--- src/rtl/spi_master_controller_if.sv ---
// Host-side handshake/config and SPI pin bundle for spi_master_controller.
interface spi_master_controller_if #(
  parameter int DATA_WIDTH     = 8,
  parameter int BAUD_DIV_WIDTH = 8
);
  logic                      start_i;
  logic [DATA_WIDTH-1:0]     tx_data_i;
  logic                      cpol_i;
  logic                      cpha_i;
  logic                      lsb_first_i;
  logic [BAUD_DIV_WIDTH-1:0] baud_div_i;
  logic                      miso0_i;
  logic                      sclk_o;
  logic                      cs_n_o;
  logic                      mosi0_o;
  logic                      ready_o;
  logic                      done_o;
  logic [DATA_WIDTH-1:0]     rx_data_o;

  modport master (
    input  start_i, tx_data_i, cpol_i, cpha_i, lsb_first_i, baud_div_i, miso0_i,
    output sclk_o, cs_n_o, mosi0_o, ready_o, done_o, rx_data_o
  );

  modport slave (
    output start_i, tx_data_i, cpol_i, cpha_i, lsb_first_i, baud_div_i, miso0_i,
    input  sclk_o, cs_n_o, mosi0_o, ready_o, done_o, rx_data_o
  );
endinterface

--- src/rtl/spi_master_controller.sv ---
// Single-word SPI master with programmable CPOL/CPHA, bit order and sclk divider.
// Define SPI_MASTER_CTRL_LOOPBACK_EN to receive the internal mosi stream instead of miso0_i.
//
// state | meaning
// IDLE  | ready, config latched on start_i
// SETUP | cs_n low, sclk at cpol, one half-period
// SHIFT | 2*DATA_WIDTH sclk toggles, one per half-period
// HOLD  | sclk back at cpol, one half-period before release
// DONE  | one-cycle done_o pulse, rx_data_o updated
module spi_master_controller #(
  parameter int DATA_WIDTH     = 8,
  parameter int BAUD_DIV_WIDTH = 8
) (
  input  logic                    pclk,
  input  logic                    areset,
  spi_master_controller_if.master bus
);
  localparam int NTOG = 2 * DATA_WIDTH;
  localparam int TW   = $clog2(NTOG + 1);
  localparam int IW   = (DATA_WIDTH > 1) ? $clog2(DATA_WIDTH) : 1;

  typedef enum logic [2:0] {IDLE, SETUP, SHIFT, HOLD, DONE} state_t;

  state_t                    state, state_nxt;
  logic [DATA_WIDTH-1:0]     tx_l, rx_sh, rx_q;
  logic                      cpol_l, cpha_l, lsb_l;
  logic [BAUD_DIV_WIDTH-1:0] bd_l, cnt;
  logic [TW-1:0]             tcnt, tcnt_nxt;
  logic                      sclk_q, mosi_q;
  logic                      tc, accept, toggle, last_tog;
  logic                      sample_en, update_en, rx_bit, tx_bit, first_bit;
  logic [IW-1:0]             bit_idx;

  assign tc        = (cnt == '0);
  assign accept    = (state == IDLE) && bus.start_i;
  assign tcnt_nxt  = tcnt + TW'(1);
  assign toggle    = tc && ((state == SETUP) || (state == SHIFT));
  assign last_tog  = tc && (state == SHIFT) && (tcnt_nxt == TW'(NTOG));
  // Toggle parity against cpha picks the sampling edge; the other parity launches mosi.
  assign sample_en = toggle && (tcnt_nxt[0] != cpha_l);
  assign update_en = toggle && (tcnt_nxt[0] == cpha_l) && !last_tog;
  assign bit_idx   = tcnt_nxt[IW:1];
  assign tx_bit    = lsb_l ? tx_l[bit_idx] : tx_l[IW'(DATA_WIDTH - 1) - bit_idx];
  assign first_bit = bus.lsb_first_i ? bus.tx_data_i[0] : bus.tx_data_i[DATA_WIDTH-1];

`ifdef SPI_MASTER_CTRL_LOOPBACK_EN
  assign rx_bit = mosi_q;
`else
  assign rx_bit = bus.miso0_i;
`endif

  always_ff @(posedge pclk) begin
    if (areset) state <= IDLE;
    else        state <= state_nxt;
  end

  always_comb begin
    state_nxt   = state;
    bus.ready_o = 1'b0;
    bus.done_o  = 1'b0;
    bus.cs_n_o  = 1'b1;
    case (state)
      IDLE: begin
        bus.ready_o = 1'b1;
        if (bus.start_i) state_nxt = SETUP;
      end
      SETUP: begin
        bus.cs_n_o = 1'b0;
        if (tc) state_nxt = SHIFT;
      end
      SHIFT: begin
        bus.cs_n_o = 1'b0;
        if (last_tog) state_nxt = HOLD;
      end
      HOLD: begin
        bus.cs_n_o = 1'b0;
        if (tc) state_nxt = DONE;
      end
      DONE: begin
        bus.done_o = 1'b1;
        state_nxt  = IDLE;
      end
      default: state_nxt = IDLE;
    endcase
  end

  always_ff @(posedge pclk) begin
    if (areset) begin
      tx_l   <= '0;
      rx_sh  <= '0;
      rx_q   <= '0;
      cpol_l <= 1'b0;
      cpha_l <= 1'b0;
      lsb_l  <= 1'b0;
      bd_l   <= '0;
      cnt    <= '0;
      tcnt   <= '0;
      sclk_q <= 1'b0;
      mosi_q <= 1'b0;
    end else begin
      if (accept) begin
        tx_l   <= bus.tx_data_i;
        cpol_l <= bus.cpol_i;
        cpha_l <= bus.cpha_i;
        lsb_l  <= bus.lsb_first_i;
        bd_l   <= bus.baud_div_i;
        cnt    <= bus.baud_div_i;
        tcnt   <= '0;
        sclk_q <= bus.cpol_i;
        mosi_q <= first_bit;
      end else if ((state == SETUP) || (state == SHIFT) || (state == HOLD)) begin
        cnt <= tc ? bd_l : cnt - BAUD_DIV_WIDTH'(1);
      end
      if (toggle) begin
        sclk_q <= ~sclk_q;
        tcnt   <= tcnt_nxt;
      end
      if (update_en) mosi_q <= tx_bit;
      if (sample_en) begin
        if (lsb_l) rx_sh <= {rx_bit, rx_sh[DATA_WIDTH-1:1]};
        else       rx_sh <= {rx_sh[DATA_WIDTH-2:0], rx_bit};
      end
      if ((state == HOLD) && tc) rx_q <= rx_sh;
    end
  end

  assign bus.sclk_o    = sclk_q;
  assign bus.mosi0_o   = mosi_q;
  assign bus.rx_data_o = rx_q;
endmodule

--- src/flat_wrapper.sv ---
// flat-port wrapper written by rule: the top's interface ports become plain ports
module spi_master_controller_flat 
#(
  parameter int DATA_WIDTH     = 8,
  parameter int BAUD_DIV_WIDTH = 8
)
  (pclk, areset, bus_start_i, bus_tx_data_i, bus_cpol_i, bus_cpha_i, bus_lsb_first_i, bus_baud_div_i, bus_miso0_i, bus_sclk_o, bus_cs_n_o, bus_mosi0_o, bus_ready_o, bus_done_o, bus_rx_data_o);
  spi_master_controller_if #(.DATA_WIDTH(DATA_WIDTH), .BAUD_DIV_WIDTH(BAUD_DIV_WIDTH)) bus_i ();
  input  logic pclk;
  input  logic areset;
  input wire logic [$bits(bus_i.start_i)-1:0] bus_start_i;
  input wire logic [$bits(bus_i.tx_data_i)-1:0] bus_tx_data_i;
  input wire logic [$bits(bus_i.cpol_i)-1:0] bus_cpol_i;
  input wire logic [$bits(bus_i.cpha_i)-1:0] bus_cpha_i;
  input wire logic [$bits(bus_i.lsb_first_i)-1:0] bus_lsb_first_i;
  input wire logic [$bits(bus_i.baud_div_i)-1:0] bus_baud_div_i;
  input wire logic [$bits(bus_i.miso0_i)-1:0] bus_miso0_i;
  output wire logic [$bits(bus_i.sclk_o)-1:0] bus_sclk_o;
  output wire logic [$bits(bus_i.cs_n_o)-1:0] bus_cs_n_o;
  output wire logic [$bits(bus_i.mosi0_o)-1:0] bus_mosi0_o;
  output wire logic [$bits(bus_i.ready_o)-1:0] bus_ready_o;
  output wire logic [$bits(bus_i.done_o)-1:0] bus_done_o;
  output wire logic [$bits(bus_i.rx_data_o)-1:0] bus_rx_data_o;
  assign bus_i.start_i = bus_start_i;
  assign bus_i.tx_data_i = bus_tx_data_i;
  assign bus_i.cpol_i = bus_cpol_i;
  assign bus_i.cpha_i = bus_cpha_i;
  assign bus_i.lsb_first_i = bus_lsb_first_i;
  assign bus_i.baud_div_i = bus_baud_div_i;
  assign bus_i.miso0_i = bus_miso0_i;
  assign bus_sclk_o = bus_i.sclk_o;
  assign bus_cs_n_o = bus_i.cs_n_o;
  assign bus_mosi0_o = bus_i.mosi0_o;
  assign bus_ready_o = bus_i.ready_o;
  assign bus_done_o = bus_i.done_o;
  assign bus_rx_data_o = bus_i.rx_data_o;
  spi_master_controller #(.DATA_WIDTH(DATA_WIDTH), .BAUD_DIV_WIDTH(BAUD_DIV_WIDTH)) u_core (.pclk(pclk), .areset(areset), .bus(bus_i));
endmodule
--- config.mk ---
export PLATFORM = sky130hd
export DESIGN_NAME = spi_master_controller_flat
export DESIGN_NICKNAME = d
export VERILOG_FILES = /design/src/rtl/spi_master_controller_if.sv /design/src/rtl/spi_master_controller.sv /design/src/flat_wrapper.sv
export SDC_FILE = /design/constraint.sdc
export NUM_CORES = 1
export LEC_CHECK = 0
export CORE_ASPECT_RATIO = 1.75
export CORE_MARGIN = 3
export CORE_UTILIZATION = 48
export DETAILED_ROUTE_END_ITERATION = 10
export PLACE_DENSITY = 0.8
export SETUP_SLACK_MARGIN = 0.3
export SLEW_MARGIN = 10
export SYNTH_ARGS = -nofsm -noshare
export SYNTH_HDL_FRONTEND = slang
export SYNTH_SLANG_ARGS = --single-unit
--- constraint.sdc ---
create_clock -name pclk -period 2.53 [get_ports pclk]
set_input_delay 0.253 -clock pclk [delete_from_list [all_inputs] [get_ports pclk]]
set_output_delay 0.253 -clock pclk [all_outputs]
set_load 0.005 [all_outputs]
* After elaboration in Yosys (flattened, before gate mapping)
Cells that the tools add are included.
** Storage, ports and cells
- Memories kept :: 0
- Output and inout bits :: 13
- RAM bits :: 0
- Bits in latches :: 0
- Register bits after elaboration :: 52
- ROM bits :: 0
** Operators by class
- Magnitude comparators :: 2
- $mul :: 0
- Reduce and logical (&&, ||, !) cells :: 18
- Div/mod/pow operators :: 0
- Bitwise gates (word level) :: 1
- Equality and inequality tests :: 11
- Multiplexer cells :: 24
- Shift operators :: 0
- $add $sub $neg :: 3
** Operator list (number)
- two-way mux 8 bit :: 4
- two-way mux 3 bit :: 4
- one-hot mux 3 bit (4 select lines) :: 1
- two-way mux 1 bit :: 11
- two-way mux 5 bit :: 2
- logical AND 1 bit :: 8
- zero test 8 bit :: 1
- < comparator 3 x 4 -> 1 bit, second input constant :: 2
- subtractor 8 x 1 -> 8 bit, second input constant :: 1
- binary-select mux 1 bit (select 3 bit) :: 2
- == test 3 x 2 -> 1 bit, second input constant :: 2
- != test 2 x 1 -> 1 bit, second input constant :: 3
- nonzero test 2 bit :: 3
- adder 5 x 1 -> 5 bit, second input constant :: 1
- == test 5 bit, second input constant :: 1
- AND reduction 4 bit :: 1
- == test 3 x 1 -> 1 bit, second input constant :: 1
- == test 3 bit, second input constant :: 1
- zero test 3 bit :: 1
- OR reduction 3 bit :: 1
- subtractor 3 bit, first input constant :: 1
- logical OR 1 bit :: 2
- != test 2 bit, second input constant :: 1
- == test 1 bit :: 1
- 3 further kinds :: 3

* Logic depth before layout (Yosys ltp)
Gate-level depths: netlist (run 1).
- Depth in word-level cells :: 6
- Mapped depth :: 10
- Mapped depth without buffers :: 7

* Worst setup path after synthesis (run 1)
Ideal clock, no wire load.
- Kind :: reg2reg
- Start point :: register u_core.cnt[0]
- End point :: register u_core.state[0]
- Slack :: -0.025 ns
- Stages on the path, launching flop included :: 10
- Data arrival time :: 2.452 ns
- Clock period less this slack :: 2.555 ns
- Path through :: dfxtp_1 -> inv_1 -> ha_1 -> or4b_1 -> buf_2 -> or2_1 -> buf_6 -> or4_4 -> nor3b_1 -> a2111oi_2
** Between the ends
- Word-level cells in the longest chain between the ends :: 5
- Elaborated cells on any way between the ends :: 7
- Classes of those cells :: eq/ne: 3; reduce/logical: 4
** Ends and longest elaborated chain
- from (decl) :: RTL line spi_master_controller.sv:27 : logic [BAUD_DIV_WIDTH-1:0] bd_l, cnt;
- from (signal assigned) :: RTL line spi_master_controller.sv:107 : cnt <= bus.baud_div_i;
- from (signal assigned) :: RTL line spi_master_controller.sv:112 : cnt <= tc ? bd_l : cnt - BAUD_DIV_WIDTH'(1);
- zero test 8 bit (*) :: RTL line spi_master_controller.sv:34 : assign tc = (cnt == '0);
- logical AND 1 bit (2 in series) :: RTL line spi_master_controller.sv:38 : assign last_tog = tc && (state == SHIFT) && (tcnt_nxt == TW'(NTOG));
- != test 2 x 1 -> 1 bit (no line)
- AND reduction 4 bit (no line) (*)
- to (signal assigned) :: RTL line spi_master_controller.sv:54 : else state <= state_nxt;
- to (decl) :: RTL line spi_master_controller.sv:24 : state_t state, state_nxt;
Every way passes the cells marked *; elsewhere a longest branch is shown, timed or not.
A chain may end at the register's enable or synchronous reset.

* Final worst setup path (run 1)
Same ends and word-level chain as after synthesis.

==> results of run 1 <==
-- cell families after synthesis --
logic type	share of synthesized area
adder cells (fa/ha/maj)	0.0153
XOR/XNOR	0.0321
multiplexers	0.0987
AND/OR/NAND/NOR	0.218
AO/OA/AOI/OAI	0.168
buffers and inverters	0.0448
flip-flops	0.423
-- routing by layer --
| layer | up-vias | track usage | routed length, µm |
|---|---|---|---|
| met1 | 1029 | 0.223 | 2350 |
| li1 | 1104 | - | - |
| met4 | 0 | 0.101 | 121 |
| met2 | 33 | 0.335 | 2960 |
| met3 | 12 | 0.0346 | 153 |
| met5 | - | 0 | 0 |
-- timing repair --
action / in CTS / in global routing
gates resized for setup: 2 / 4
setup buffers: 0 / 4
pin swaps: 0 / 1
endpoints found under the setup margin: 10 / 13
-- Yosys cell counts (all sizes together) (2+ instances only) --
library cell   n  share of area
xnor2          5          0.018
o21ai         12          0.024
nor3           6          0.012
a21oi         35          0.071
a2111oi        3          0.013
or3            3         0.0076
nand2         65          0.099
a211oi        11          0.034
mux2           2         0.0092
ha             3          0.015
clkbuf        15          0.023
nand3b         3         0.0092
inv            4         0.0061
dfxtp         52           0.42
nand3          4         0.0081
buf            6          0.014
a311oi         2         0.0071
mux2i         13          0.053
xor2           4          0.014
nor2b          3         0.0076
o22ai          2         0.0051
nor2          26          0.040
and2           2         0.0051
mux4           4          0.037
-- registers in the layout (all words and copies together), names as in the netlist --
register and count:
u_core.bd_l 8, u_core.bus.rx_data_o 8, u_core.cnt 8, u_core.rx_sh 8
u_core.tx_l 8, u_core.tcnt 5, u_core.state 3, u_core.bus.mosi0_o 1
u_core.bus.sclk_o 1, u_core.cpha_l 1, u_core.lsb_l 1
-- area by class of cell --
cell class / count / area (µm²) / area share
multi-input combinational: 221 / 1360 / 0.449
sequential: 52 / 1040 / 0.346
timing repair buffer: 48 / 443 / 0.147
clock buffer: 8 / 90.1 / 0.0299
tap: 52 / 65.1 / 0.0216
inverter: 5 / 18.8 / 0.00622
-- how the worst max path moves through the flow --
stage / slack, ns / end / startpoint / cells past startpoint
5_1_grt: 0.24 / u_core.state[0] / u_core.tcnt[0] / 6
3_5_place_dp: 0.22 / u_core.rx_sh[7] / u_core.cnt[1] / 7
4_1_cts: 0.25 / u_core.state[0] / u_core.cnt[0] / 7
6_report: 0.32 / u_core.state[0] / u_core.cnt[0] / 7
2_1_floorplan: 0.25 / u_core.state[0] / u_core.cnt[1] / 9
3_3_place_gp: 0.28 / u_core.state[0] / u_core.cnt[1] / 7
-- where the power goes --
group / internal [mW] / switching, mW / total [mW]
clock: 0.223 / 0.255 / 0.479
sequential: 0.908 / 0.0885 / 0.997
combinational: 0.322 / 0.352 / 0.674
-- worst max-delay path: stages, from the launching register on --
cell	delay, ns
dfxtp_2	0.35
inv_2	0.06
ha_4	0.13
or4b_4	0.49
or2_4	0.28
or4_4	0.44
nor3b_2	0.18
a2111oi_2	0.19
==> summary.txt, run 1 <==
Synth
  – Syn avg cell area: 8.22 µm²
  – Most used DFF post-synth: dfxtp_1
  – Yosys warning count: 0
  – Register area share after synthesis: 0.423
  – Cells after Synth: 299
  – Post-synth net total: 325
  – Number of flops mapped to enable cells by yosys: 0
  – Mapped Area: 2460 µm²
  – Netlist cell types: 42
  – Async SR Flop Fraction: 0
  – FF+latch count, synth: 52

Placed design
  – Dpl ws: 0.215 ns
  – Placed Instance Area: 2880 µm²
  – Global placer's final weighted congestion: 0.882
  – I/O Buffers: 35
  – Post-DP HPWL: 3920 µm
  – Dpl cells: 374

Timing
  – Final hold slack: 0.457 ns
  – Fin. Hold Viols: 0
  – RSZ-0062 raised after global routing: true
  – Clock skew: 0.00455 ns
  – Max Freq: 452 MHz
  – Period utilization: 0.875
  – Period minus WS final: 2.21 ns
  – Least-Margin Pin Slew: 0.702 ns
  – Slew HR: 0.532
  – Final Max Tran Viols: 0
  – Setup TNS: 0 ns
  – Final setup viols: 0
  – Setup WS post-layout: 0.316 ns

Drt
  – Antenna viol nets, final: 0
  – Post-route DRC: 0
  – Vias/cell: 5.64
  – Via count: 2178
  – WL/cell: 14.5 µm
  – Starting DRT DRC Count: 94
  – Final WL: 5580 µm
  – DRT Pass-1 Iters: 4

Layout
  – Commonest cells after routing, fill and taps aside: 65 x nand2_1, 49 x dfxtp_1, 35 x a21oi_1, 34 x clkdlybuf4s50_1, 26 x nor2_1
  – N_diodes: 0
  – Post-route cell area: 3020 µm²
  – Post-route insts no fill: 386
  – Fin util: 0.625
  – Fin nets: 359
  – Area delta synth->final: 22.7%
  – Fraction of layout cells with a size suffix above 1: 0.126
  – Fillers: 424
  – Commonest non-fill, non-tap cell in the layout: nand2_1

Critical path
  – Crit Reg-Reg Endpoint: u_core.state[0]
  – Worst R2R Setup Slack: 0.32 ns
  – Setup crit end kind: register
  – Startpoint Class: register
  – Reg2Reg Depth: 7
  – Req. time, crit path: 2.74 ns
  – Arrival time at the worst endpoint: 2.42 ns
  – R2r startpoint: u_core.cnt[0]
  – Worst Setup Path Type: register to register
  – Crit Path Max Fanout: 4

CTS
  – Clk pin slew, worst setup/hold paths: 0.09 ns
  – Clk buf depth: 2
  – Num CTS Buffers: 5
  – CTS root buf: clkbuf_8
  – TritonCTS clock tree: done
  – Worst-skew pair later-pin latency: 0.30 ns
  – Clock sinks: 52
  – Post-CTS Hold Fix Bufs: 0
  – H-tree depth: 2

Pwr
  – Max IR drop VDD: 0.000655 V
  – P_leak: 1.05 nW
  – Final Power: 2.15 mW
  – Power per cell area: 712 nW/µm²

Floorplan
  – I/O pins: 36
  – Total core area: 4830 µm²
  – Initial Utilization: 0.509
  – Die Area: 6050 µm²
  – Die H: 101 µm
  – Row cnt: 33
  – Die width: 60.1 µm

GRT
  – First-pass GRT wire length: 9220 µm
  – Vias in the first global route: 2120
  – Total global routing overflow: 0
  – Largest net degree at the start of global routing: 39
  – Number of antenna violations at the first check in global routing: 0
  – GRT Total Usage: 0.195

Min path
  – Hold Path Sink: u_core.bus.rx_data_o[6]
  – Worst hold path class: register to register
  – Hold path start: u_core.bus.rx_data_o[6]
  – Hold path depth: 2

Flow run
  – Max cap viols: 0

Outcome
  – Outcome: complete, no violations
No activity file was read; power rests on OpenSTA's default activity.
==> run 2: changes to the inputs <==
--- a/config.mk
+++ b/config.mk
@@ -10,6 +10,7 @@
 export CORE_UTILIZATION = 48
 export DETAILED_ROUTE_END_ITERATION = 10
 export PLACE_DENSITY = 0.8
+export REMOVE_ABC_BUFFERS = 1
 export SETUP_SLACK_MARGIN = 0.3
 export SLEW_MARGIN = 10
 export SYNTH_ARGS = -nofsm -noshare
==> run 2 against run 1 <==
Sequential power is essentially flat. Maximum frequency shrank 2.3%. Clock power grew 18%.
==> summary.txt, run 2 (synthesis results as in run 1) <==
Floorplan
  – Die Area: 6050 µm² (unchanged)
  – Die width: 60.1 µm (unchanged)
  – Row cnt: 33 (unchanged)
  – Initial Utilization: 0.509 (unchanged)
  – I/O pins: 36 (unchanged)
  – Die H: 101 µm (unchanged)
  – Total core area: 4830 µm² (unchanged)

Critical path
  – Arrival time at the worst endpoint: 2.48 ns (was 2.42 ns)
  – Worst Setup Path Type: register to register (unchanged)
  – Req. time, crit path: 2.74 ns (about the same)
  – Crit Path Max Fanout: 3 (was 4)
  – Setup crit end kind: register (unchanged)
  – Startpoint Class: register (unchanged)
  – Reg2Reg Depth: 7 (unchanged)

Pwr
  – Clock Power Share: 0.249 (was 0.223)
  – Combinational Power Share: 0.308 (was 0.314)
  – Switching Fraction: 0.316 (was 0.324)
  – Register share of total power: 0.443 (was 0.464)
  – Final Power: 2.26 mW (was 2.15 mW)
  – P_leak: 1.09 nW (was 1.05 nW)
  – Internal power: 1.55 mW (was 1.45 mW)
  – Max IR drop VDD: 0.000578 V (was 0.000655 V)
  – Net Switching: 0.716 mW (was 0.696 mW)
  – Power per cell area: 726 nW/µm² (was 712 nW/µm²)

GRT
  – Vias in the first global route: 2113 (was 2120)
  – First-pass GRT wire length: 9110 µm (was 9220 µm)
  – Largest net degree at the start of global routing: 44 (was 39)
  – Number of antenna violations at the first check in global routing: 0 (unchanged)
  – Total global routing overflow: 0 (unchanged)
  – GRT Total Usage: 0.193 (was 0.195)

Layout
  – Fin nets: 363 (was 359)
  – N_diodes: 0 (unchanged)
  – Commonest cells after routing, fill and taps aside: 65 x nand2_1, 49 x dfxtp_1, 35 x a21oi_1, 34 x clkdlybuf4s50_1, 26 x nor2_1 (unchanged)
  – Fin util: 0.644 (was 0.625)
  – Fillers: 394 (was 424)
  – Sequential Area: 1040 µm² (unchanged)
  – Area delta synth->final: 26.6% (was 22.7%)
  – Post-route insts no fill: 390 (was 386)
  – Fraction of layout cells with a size suffix above 1: 0.142 (was 0.126)
  – Area of the multi-input gates: 1390 µm² (was 1360 µm²)
  – Commonest non-fill, non-tap cell in the layout: nand2_1 (unchanged)

CTS
  – Clk buf depth: 2 (unchanged)
  – CTS root buf: clkbuf_8 (unchanged)
  – Clk pin slew, worst setup/hold paths: 0.09 ns (about the same)
  – Worst-skew pair later-pin latency: 0.31 ns (was 0.30 ns)
  – TritonCTS clock tree: done (unchanged)
  – Clock sinks: 52 (unchanged)
  – H-tree depth: 2 (unchanged)
  – Num CTS Buffers: 5 (unchanged)

Placed design
  – Dpl cells: 377 (was 374)
  – Global placer's final weighted congestion: 0.870 (was 0.882)
  – I/O Buffers: 35 (unchanged)
  – Post-DP HPWL: 3690 µm (was 3920 µm)

Drt
  – Post-route DRC: 0 (unchanged)
  – Starting DRT DRC Count: 38 (was 94)
  – Antenna viol nets, final: 0 (unchanged)
  – Final WL: 5370 µm (was 5580 µm)
  – Via count: 2186 (was 2178)
  – Vias/cell: 5.61 (was 5.64)
  – WL/cell: 13.8 µm (was 14.5 µm)
  – DRT Pass-1 Iters: 4 (unchanged)

Outcome
  – Outcome: complete, no violations (unchanged)

Timing
  – Final setup viols: 0 (unchanged)
  – Period minus WS final: 2.27 ns (was 2.21 ns)
  – Max Freq: 441 MHz (was 452 MHz)
  – Clock skew: 0.0110 ns (was 0.00455 ns)
  – Final Max Tran Viols: 0 (unchanged)
  – Setup TNS: 0 ns (unchanged)
  – Period utilization: 0.896 (was 0.875)
  – Fin. Hold Viols: 0 (unchanged)
  – Least-Margin Pin Slew: 0.825 ns (was 0.702 ns)
  – RSZ-0062 raised after global routing: true (unchanged)
  – Slew HR: 0.450 (was 0.532)

Min path
  – Worst hold path class: register to register (unchanged)
  – Hold path depth: 2 (unchanged)

Flow run
  – Max cap viols: 0 (unchanged)
-- run 2: worst paths after layout --
check,to,start,slack (ns)
max,u_core.state[0],u_core.cnt[1],0.26
min,u_core.bus.rx_data_o[6],u_core.bus.rx_data_o[6],0.45
max reg2reg,u_core.state[0],u_core.cnt[1],0.26
min reg2reg,u_core.bus.rx_data_o[6],u_core.bus.rx_data_o[6],0.45
-- run 2: stage by stage --
stage	hold WS [ns]	worst slack [ns]	instance area [µm²]
final	0.452	0.263	3110
after global placement	0.437	0.157	2890
after CTS	0.456	0.262	3030
after detailed placement	0.442	0.0881	2890
after floorplan	0.322	-0.441	2370
after global routing	0.472	0.181	3110
-- run 2: per-layer routing --
layer | global-route usage | share of wire
met5 | 0 | 0
met4 | 0.0785 | 0.017
met3 | 0.0423 | 0.034
met2 | 0.332 | 0.53
met1 | 0.223 | 0.42
-- run 2: area by class of cell --
cell class / count / area share
well taps: 52 / 0.0209
inverters: 5 / 0.00603
clock inverters: 2 / 0.0113
clock buffers: 6 / 0.0233
repair buffers: 52 / 0.157
flip-flops and latches: 52 / 0.336
multi-input cells: 221 / 0.446
-- run 2: timing repair --
| action | in CTS | in global routing |
|---|---|---|
| setup buffers | 3 | 1 |
| cloned | 0 | 1 |
| pin swaps | 4 | 3 |
| endpoints found under the hold margin | 0 | 0 |
| endpoints found under the setup margin | 16 | 17 |
| gates resized for setup | 5 | 14 |
| hold buffers | 0 | 0 |
-- run 2: power by group through the flow --
stage	sequential (mW)	clock [mW]	combinational, mW
floorplan	0.992	0	0.391
global placement	1.01	0	0.608
detailed placement	1.02	0	0.626
CTS	0.997	0.571	0.657
global route	1.02	0.597	0.777
finish	1.00	0.563	0.696
-- run 2: worst max-delay path, stage by stage, from the launching register on --
cell       delay, ns
dfxtp_2         0.33
inv_1           0.05
ha_2            0.17
or4b_4          0.46
or2_4           0.25
or4_4           0.43
nor3b_4         0.17
a2111oi_4       0.30
==> RTL edit, RTL diff (config.mk and constraints of run 2) <==
`DATA_WIDTH` is set to 8 in 3 places; all go to 16.
--- a/src/rtl/spi_master_controller_if.sv
+++ b/src/rtl/spi_master_controller_if.sv
@@ -2,3 +2,3 @@
 interface spi_master_controller_if #(
-  parameter int DATA_WIDTH     = 8,
+  parameter int DATA_WIDTH     = 16,
   parameter int BAUD_DIV_WIDTH = 8
--- a/src/rtl/spi_master_controller.sv
+++ b/src/rtl/spi_master_controller.sv
@@ -10,3 +10,3 @@
 module spi_master_controller #(
-  parameter int DATA_WIDTH     = 8,
+  parameter int DATA_WIDTH     = 16,
   parameter int BAUD_DIV_WIDTH = 8
--- a/src/flat_wrapper.sv
+++ b/src/flat_wrapper.sv
@@ -3,3 +3,3 @@
 #(
-  parameter int DATA_WIDTH     = 8,
+  parameter int DATA_WIDTH     = 16,
   parameter int BAUD_DIV_WIDTH = 8
Interface: changed (resized bus_rx_data_o and bus_tx_data_i); port bits go from 36 to 52. The function was not compared with the original's and may differ.
==> RTL edit against run 2 <==
- setup slack better by 0.034 ns
- area after synthesis up 46%
- total power rose by 70%
- synthesized cell count grew 35%
- hold slack got worse by 0.027 ns
- clock power increased by 150%
- routed wire length rose by 60%
- combinational power rose by 32%
- sequential cell count increased by 25
- cell area grew 48%
- sequential share of layout area shrank 0.11 points
- critical path type unchanged
==> RTL edit: results (changes against run 2) <==
The post-detailed-placement half-perimeter wirelength is 5890 microns (+59%), and the synthesized netlist cell count is 405 (+35%). For the first-pass GRT wire length, the log shows 14100 microns (+55%). The register clock-pin slew on the reported worst setup and hold paths was 0.06 ns (-0.03 ns). The adder and majority gate portion of the synthesized area came out at 1.04% (-0.48 points). The clock buffer count from CTS was 9 (+4). The sequential share of the synthesized area came out at 42.8% (+0.48 points). The xor/xnor share of the synthesized area is 2.71% (-0.49 points), and the pin count of the biggest net entering global routing is 34 (-23%). The detail-routed via count per cell is 5.68 (+1.3%), and the met2 track demand over resource in global routing is 36.5% (+3.4 points). The met3 layer wire length in the routed design is 446 microns (+150%). For the clock latency at the later pin of the worst-skew pair, the log shows 0.34 ns (+0.03 ns). Routed length on met1: 3340 microns (+47%).

For the starting DRC count in detailed routing, the log shows 162 (+330%). Total power after layout: 3.83 mW (+70%). The family with the most delay on the worst path is multiplexers.

The synthesized-area fraction occupied by ao, oa, aoi and oai cells is 14.9% (-1.9 points). For the worst-case vdd ir drop, the log shows 0.000536 V (-7.2%). Met1 track demand over resource: 22.3% (about the same).

Ranked by total cell area, the synthesized netlist is headed by sky130_fd_sc_hd__dfxtp_1, sky130_fd_sc_hd__mux2i_1, sky130_fd_sc_hd__a21oi_1. For the count of fill cells added during filler insertion, the log shows 582 (+48%). The tools report the clock root buffer master as sky130_fd_sc_hd__clkbuf_16. Instance count after placement with tap cells included: 532 (+41%). After synthesis, the most frequently instantiated cells are sky130_fd_sc_hd__dfxtp_1, sky130_fd_sc_hd__nand2_1, sky130_fd_sc_hd__nor2_1. The unique cell type count in the Yosys netlist came out at 48 (+14%).

The tools report the total global routing track utilization as 20.6% (+1.3 points). The largest fanout of any net on the critical path was 7 (+4). The proportion of synthesized area in mux cells was 15.7% (+5.9 points).

Sum of met2 wire segment lengths after detailed routing: 4600 microns (+63%). The design internal power was 2.68 mW (+74%). The worst-case setup slack after placement came out at 0.216 ns (+0.128 ns).

Total number of nets in the final design: 497 (+37%). Largest incremental delay on the critical path: 0.40 ns (-0.06 ns). The flow ran to the end, and the final reports show no timing, DRC or antenna violations. Combinational cell fraction of total power: 23.9% (-6.9 points). The standard cell area after detailed placement is 4200 sq um (+45%). For the CTS H-tree depth, the log shows 3 (+1). Final weighted congestion in routability-driven placement: 0.890 (+2.2%). The total number of vias is 3147 (+44%).

The leakage component of the power was 1.78 nW (+64%); the layout cell share with drive strength beyond 1 was 13.5% (-0.74 points). Register share of total power: 39.5% (-4.8 points). Class of the worst hold path: primary input to flip-flop.
## RTL edit: area by class of cell
type	count	area (sq um)	share of cell area [%]
flip-flops and latches	77	1550	33.5
clock inverters	6	95.1	2.06
clock buffers	10	239	5.17
multi-input cells	294	1920	41.6
inverters	7	30.0	0.650
well taps	86	108	2.33
repair buffers	74	682	14.8
## RTL edit: timing repair
action,in CTS,in global routing
endpoints found under the setup margin,8,8
resized for setup,3,8
setup buffers,0,6
## RTL edit: final timing paths
| kind | startpoint | endpoint | slack [ns] |
|---|---|---|---|
| max reg2reg | u_core.tcnt[0] | u_core.bus.mosi0_o | 0.30 |
| min | areset | u_core.bus.rx_data_o[1] | 0.43 |
| max | u_core.tcnt[0] | u_core.bus.mosi0_o | 0.30 |
| min reg2reg | u_core.bd_l[2] | u_core.bd_l[2] | 0.46 |
